File: src/rtl/xnor_cmp_arb.sv
// ============================================================================
// Module      : xnor_cmp_arb
// Description : Two-requester round-robin arbiter that runs an equality check
//               bit-serially, LSB first, through one external 1-bit XNOR cell.
// Revision    : 1.0 - initial release
// ============================================================================
`default_nettype none

module xnor_cmp_arb #(
  parameter int WIDTH = 8
) (
  input  logic             clk,
  input  logic             rst_n,
  input  logic             req0,
  input  logic [WIDTH-1:0] a0,
  input  logic [WIDTH-1:0] b0,
  input  logic             req1,
  input  logic [WIDTH-1:0] a1,
  input  logic [WIDTH-1:0] b1,
  output logic             gnt0,
  output logic             gnt1,
  output logic             xa,
  output logic             xb,
  input  logic             xs,
  output logic             busy,
  output logic             done,
  output logic             eq,
  output logic             owner
);

  localparam int             IW         = (WIDTH > 1) ? $clog2(WIDTH) : 1;
  localparam logic [IW-1:0] c_last_idx = IW'(WIDTH - 1);

  typedef enum logic [1:0] {
    IDLE  = 2'd0,
    SHIFT = 2'd1,
    DONE  = 2'd2
  } state_t;

  state_t           r_state;
  state_t           w_next;
  logic [WIDTH-1:0] r_sa;
  logic [WIDTH-1:0] r_sb;
  logic [IW-1:0]    r_idx;
  logic             r_acc;
  logic             r_eq;
  logic             r_owner;
  logic             r_pri;      // requester that wins a simultaneous request
  logic             w_any_req;
  logic             w_winner;
  logic             w_last_bit;

  always_ff @(posedge clk or negedge rst_n) begin
    if (!rst_n) begin
      r_state <= IDLE;
    end else begin
      r_state <= w_next;
    end
  end

  always_comb begin
    w_next     = r_state;
    w_any_req  = req0 | req1;
    w_winner   = (req0 & req1) ? r_pri : req1;
    w_last_bit = (r_idx == c_last_idx);
    gnt0       = 1'b0;
    gnt1       = 1'b0;
    xa         = 1'b0;
    xb         = 1'b0;
    busy       = 1'b0;
    done       = 1'b0;
    eq         = r_eq;
    owner      = r_owner;
    case (r_state)
      IDLE: begin
        if (w_any_req) begin
          w_next = SHIFT;
        end
      end
      SHIFT: begin
        busy = 1'b1;
        xa   = r_sa[0];
        xb   = r_sb[0];
        // Grant is visible only in the first shift cycle, when index is still 0
        gnt0 = (r_idx == '0) & ~r_owner;
        gnt1 = (r_idx == '0) &  r_owner;
        if (w_last_bit) begin
          w_next = DONE;
        end
      end
      DONE: begin
        busy   = 1'b1;
        done   = 1'b1;
        w_next = IDLE;
      end
      default: begin
        w_next = IDLE;
      end
    endcase
  end

  always_ff @(posedge clk or negedge rst_n) begin
    if (!rst_n) begin
      r_sa    <= '0;
      r_sb    <= '0;
      r_idx   <= '0;
      r_acc   <= 1'b1;
      r_eq    <= 1'b0;
      r_owner <= 1'b0;
      r_pri   <= 1'b0;
    end else begin
      case (r_state)
        IDLE: begin
          if (w_any_req) begin
            r_sa    <= w_winner ? a1 : a0;
            r_sb    <= w_winner ? b1 : b0;
            r_idx   <= '0;
            r_acc   <= 1'b1;
            r_owner <= w_winner;
            r_pri   <= ~w_winner;
          end
        end
        SHIFT: begin
          r_acc <= r_acc & xs;
          r_sa  <= r_sa >> 1;
          r_sb  <= r_sb >> 1;
          if (w_last_bit) begin
            r_idx <= '0;
            r_eq  <= r_acc & xs;
          end else begin
            r_idx <= r_idx + IW'(1);
          end
        end
        default: begin
        end
      endcase
    end
  end

endmodule

`default_nettype wire
File: config.mk
export PLATFORM = sky130hd
export DESIGN_NAME = xnor_cmp_arb
export DESIGN_NICKNAME = d
export VERILOG_FILES = /design/src/rtl/xnor_cmp_arb.sv
export SDC_FILE = /design/constraint.sdc
export NUM_CORES = 1
export LEC_CHECK = 0
export ABC_AREA = 1
export CAP_MARGIN = 20
export CORE_ASPECT_RATIO = 0.6
export CORE_UTILIZATION = 48
export DETAILED_ROUTE_END_ITERATION = 12
export GPL_TIMING_DRIVEN = 0
export PLACE_DENSITY = 0.81
export SYNTH_ARGS = -nofsm -noshare
export SYNTH_HDL_FRONTEND = slang
export SYNTH_SLANG_ARGS = --single-unit
File: constraint.sdc
create_clock -name clk -period 1.7 [get_ports clk]
set_input_delay 0.34 -clock clk [delete_from_list [all_inputs] [get_ports clk]]
set_output_delay 0.34 -clock clk [all_outputs]
set_load 0.02 [all_outputs]
* After elaboration in Yosys (flattened, before gate mapping) *
Index checks and enable logic that the tools add are counted.

cells by class
  $add $sub $neg = 1
  eq/ne operators = 5
  muxes and demuxes = 21
  bitwise gates (word level) = 7
  reduce and logical (&&, ||, !) cells = 8

operators by type and width
  operator             number
  $mux 8               4
  $pmux 8 s2           2
  $mux 1               8
  $reduce_and 2->1     4
  $mux 3               2
  $pmux 3 s2           1
  $and 1x1->1          4
  $mux 2               2
  $ne 2x2->1 const B   2
  $pmux 2 s2           1
  $add 3x1->3 const B  1
  $eq 3x3->1 const B   1
  $logic_not 3->1      1
  $eq 2x1->1 const B   1
  $eq 2x2->1 const B   1
  $logic_not 2->1      1
  $not 1->1            2
  $pmux 1 s2           1
  $reduce_bool 2->1    1
  $reduce_or 2->1      1
  $or 1x1->1           1

storage, ports and cells
  register bits after elaboration = 25
  bits of input ports = 37
  output and inout port bits = 8
  logic and storage cells = 50

* Depth between registers and ports, before layout *
  depth in word-level cells = 5
  depth in mapped cells = 10
  gate-level depth less buffers = 9

* Worst setup path after synthesis *
No wires, ideal clock.

  kind = reg2out
  start = reg r_state[1]
  end = out gnt1
  data arrival time = 1.505 ns
  required time = 1.360 ns
  path slack = -0.145 ns
  cell stages (with the launch flop) = 5
  path buffers = 0
  cell sequence = dfrtp_1 inv_1 ha_1 inv_2 nor4_1

on the way
  cells in the longest elaborated chain, start to end = 2

ends and longest elaborated chain
  what                    line  source
  start, declared         40    state_t r_state;
  start signal, assigned  57    r_state <= w_next;
  $eq 2x1->1              74    case (r_state)
  $mux 1                  74
  end, declared           21    output logic gnt1,

No other way between the ends.

* Final worst setup path *
  start = reg r_idx[0]
  end = out gnt0

on the way
  cells in the longest elaborated chain, start to end = 3

ends and longest elaborated chain
  what                    line  source
  start, declared         44    logic [IW-1:0] r_idx;
  start signal, assigned  131   r_idx <= r_idx + IW'(1);
  $logic_not 3->1         85    gnt0 = (r_idx == '0) & ~r_owner;
  $and 1x1->1             85
  $mux 1                  74
  end, declared           20    output logic gnt0,

No other way between the ends.

==> summary.md <==
| Metric | Value |
|---|---|
| Status | `complete, no violations` |
| Sequential cell area fraction in the yosys report | `38.1%` |
| Setup WS pre-CTS | `-0.443 ns` |
| YS warnings | `0` |
| Initial Utilization | `50.4%` |
| Footprint of the multi-input gates | `781 um^2` |
| Crit path required time | `1.36 ns` |
| Worst setup EP type | `output port` |
| Endpoints failing setup | `0` |
| Crit Path Class | `reg -> out` |
| CTS Root Cell | `clkbuf_8` |
| Hold Path Class | `in -> async` |
| RSZ-0062 raised after global routing | `true` |
| Worst-skew pair later-pin latency | `0.27 ns` |
| Via count | `1,572` |
| Mapped cell area | `1650 um^2` |
| Yosys reg bits | `25` |
| Final GP Congestion | `0.768` |
| Peak Freq | `592 MHz` |
| First-pass GRT wire length | `5.92 mm` |
| Post-synthesis average cell area | `6.86 um^2` |
| Area added between synthesis and finish | `42.2%` |
| Placed Instance Area | `2170 um^2` |
| M3 GR Usage | `6.41%` |
| CTS Buf Count | `3` |
| Slew @ Worst Pin | `0.343 ns` |
| Die Ht | `47.4 um` |
| Multiplexer share of the synthesized area | `0%` |
| Ant diodes | `0` |
| Post-Layout Inst Area | `2340 um^2` |
| Io pins | `45` |
| Max-slew violations | `0` |
| Synth unique cells | `24` |
| Reg clk slew, reported paths | `0.08 ns` |
| Max VDD drop | `660 uV` |
| Clock skew | `0.00203 ns` |
| Reg area | `627 um^2` |
| Gr usage total | `21.8%` |
| Setup tns final | `0 ns` |
| # H-tree levels | `1` |
| Largest family of logic cells by synthesized area | `simple AND/OR/NAND/NOR gates` |
| Initial antenna violation count | `0` |
| Die area | `3670 um^2` |
| Max_slew headroom | `77.0%` |
| Most common cell after layout, fill and taps aside | `nand2_1` |
| Die W | `77.6 um` |
| Pin count of the biggest net entering global routing | `21` |
| CTS tree | `yes` |
| Largest cells by area after synthesis | `dfrtp_1 (37%), nand2_1 (20%), inv_1 (12%)` |
| Layout cell share with drive strength beyond 1 | `16.7%` |
| CTS Buffer Depth | `2` |
| Final WL | `3.87 mm` |
| Core area | `3260 um^2` |
| Total iterations of the first detailed-routing run | `4` |
| Busiest metal layer after global routing | `met2` |
| Initial DRC Count | `61` |
| Synth Area in Adders | `5.32%` |
| Critical path origin | `r_idx[0]` |
| Period utilisation layout | `99.4%` |
| Fill count | `293` |
| Worst R2R Start | `r_idx[0]` |
| HPWL Detailed | `2.66 mm` |
| CP startpoint kind | `flip-flop` |
| CTS sink cnt | `25` |
| Synthesized-area fraction occupied by xor and xnor cells | `0%` |
| Most frequent cells in the layout | `nand2_1 (87), inv_1 (47), clkdlybuf4s50_1 (37), nand3_1 (32), dfrtp_1 (24)` |
| Overflow after GRT | `0` |
| Final Hold Vio Count | `0` |
| Number of cells produced by synthesis | `240` |
| Vias in the first global route | `1,318` |
| M2 GR Usage | `35.2%` |
| Area share of the largest cell type after synthesis | `36.5%` |
| Max cap viols | `0` |
| Syn Nets | `284` |
| Final core utilization | `71.7%` |
| PwrDens | `1530 nW/um^2` |
| Critical Path AT | `1.35 ns` |
| Critical path peak fanout | `2` |
| PnR worst setup slack | `0.0107 ns` |
| Inst Count DP | `330` |
| Post-Synth Simple-Gate Area | `34.9%` |
| # rows | `16` |
| Area leader, netlist | `dfrtp_1` |
| Min cycle time layout | `1.69 ns` |
| Routed Antenna Nets | `0` |
| M1 GR Usage | `29.8%` |
| Leakage power | `1.31 nW` |
| Post-synthesis compound-gate area fraction | `3.88%` |
| Fin nets | `344` |
| Wire per inst | `11.2 um` |
| I/O Buffers | `44` |
| Finished Layout Cells | `344` |
| DRC | `0` |
| Vias per cell | `4.57` |
==> flip-flops by register name, indices dropped and copies added, names as in the netlist <==
register / count
r_pri: 1
r_acc: 1
r_idx: 3
owner: 1
r_sa: 8
r_sb: 8
eq: 1
r_state: 2
==> routing by layer <==
layer | up-vias | share of wire (%) | routed length (um)
met4 | 0 | 0.21 | 8
li1 | 832 | - | -
met3 | 2 | 6.0 | 232
met5 | - | 0 | 0
met1 | 688 | 48 | 1860
met2 | 50 | 46 | 1760
==> final timing paths <==
path / end / slack (ns) / cells past startpoint
worst max-delay path: gnt0 / 0.01 / 5
worst min-delay path: r_state[1] / 0.34 / 1
worst max register to register: r_idx[0] / 0.07 / 6
worst min register to register: r_sa[7] / 0.50 / 2
max in group asynchronous: r_sb[2] / 0.92 / 2
min in group clk: r_sa[7] / 0.50 / 2
==> power by group <==
group	switching [mW]	internal, mW
registers	0.184	0.880
clock network	0.183	0.164
logic	1.21	0.957
total	1.58	2.00
==> per-stage QoR <==
step	total power [mW]	hold WS [ns]
3_3_place_gp	2.85	0.465
2_1_floorplan	2.38	0.0444
4_1_cts	3.38	0.339
5_1_grt	3.90	0.338
6_report	3.58	0.336
3_5_place_dp	2.91	0.469
==> worst max-delay path, cell delays in order, from the launching register on <==
cell and delay [ns]:
dfrtp_1 0.42, inv_2 0.09, ha_4 0.13, inv_2 0.05
nor4_4 0.21, buf_4 0.18
==> area by class of cell <==
| type | count | share of cell area (%) |
|---|---|---|
| buffer | 6 | 2.57 |
| clock buffer | 3 | 1.76 |
| clock inverter | 1 | 0.214 |
| inverter | 57 | 9.47 |
| multi-input combinational | 150 | 33.4 |
| sequential | 25 | 26.8 |
| tap | 45 | 2.41 |
| timing repair buffer | 57 | 23.4 |
==> what timing repair did <==
item / in CTS / in global routing
endpoints found under the setup margin: 6 / 6
pin swaps: 0 / 3
cloned: 0 / 0
buffers inserted: 6 / 6
hold buffers: 0 / 0
gates resized for setup: 31 / 18
==> synth_stat cells <==
master	instances
a21oi_1	2
a31oi_1	1
buf_4	3
buf_6	5
clkinv_1	1
dfrtp_1	24
dfstp_2	1
ha_1	7
inv_1	53
inv_2	3
nand2_1	87
nand2_2	2
nand3_1	32
nand3_4	1
nor2_1	4
nor2_2	2
nor2_4	1
nor4_1	2
o21a_1	1
o21ai_0	3
o21ai_1	2
o21ai_2	1
o22ai_1	1
or2_2	1
==> kinds of logic (layout without fill, tap and decap cells) <==
| kind of cell | after synthesis | in the layout |
|---|---|---|
| AND/OR/NAND/NOR | 132 | 132 |
| buffers and inverters | 65 | 124 |
| flip-flops | 25 | 25 |
| AO/OA/AOI/OAI | 11 | 11 |
| adder cells (fa/ha/maj) | 7 | 7 |
No activity file was read; power rests on OpenSTA's default activity.
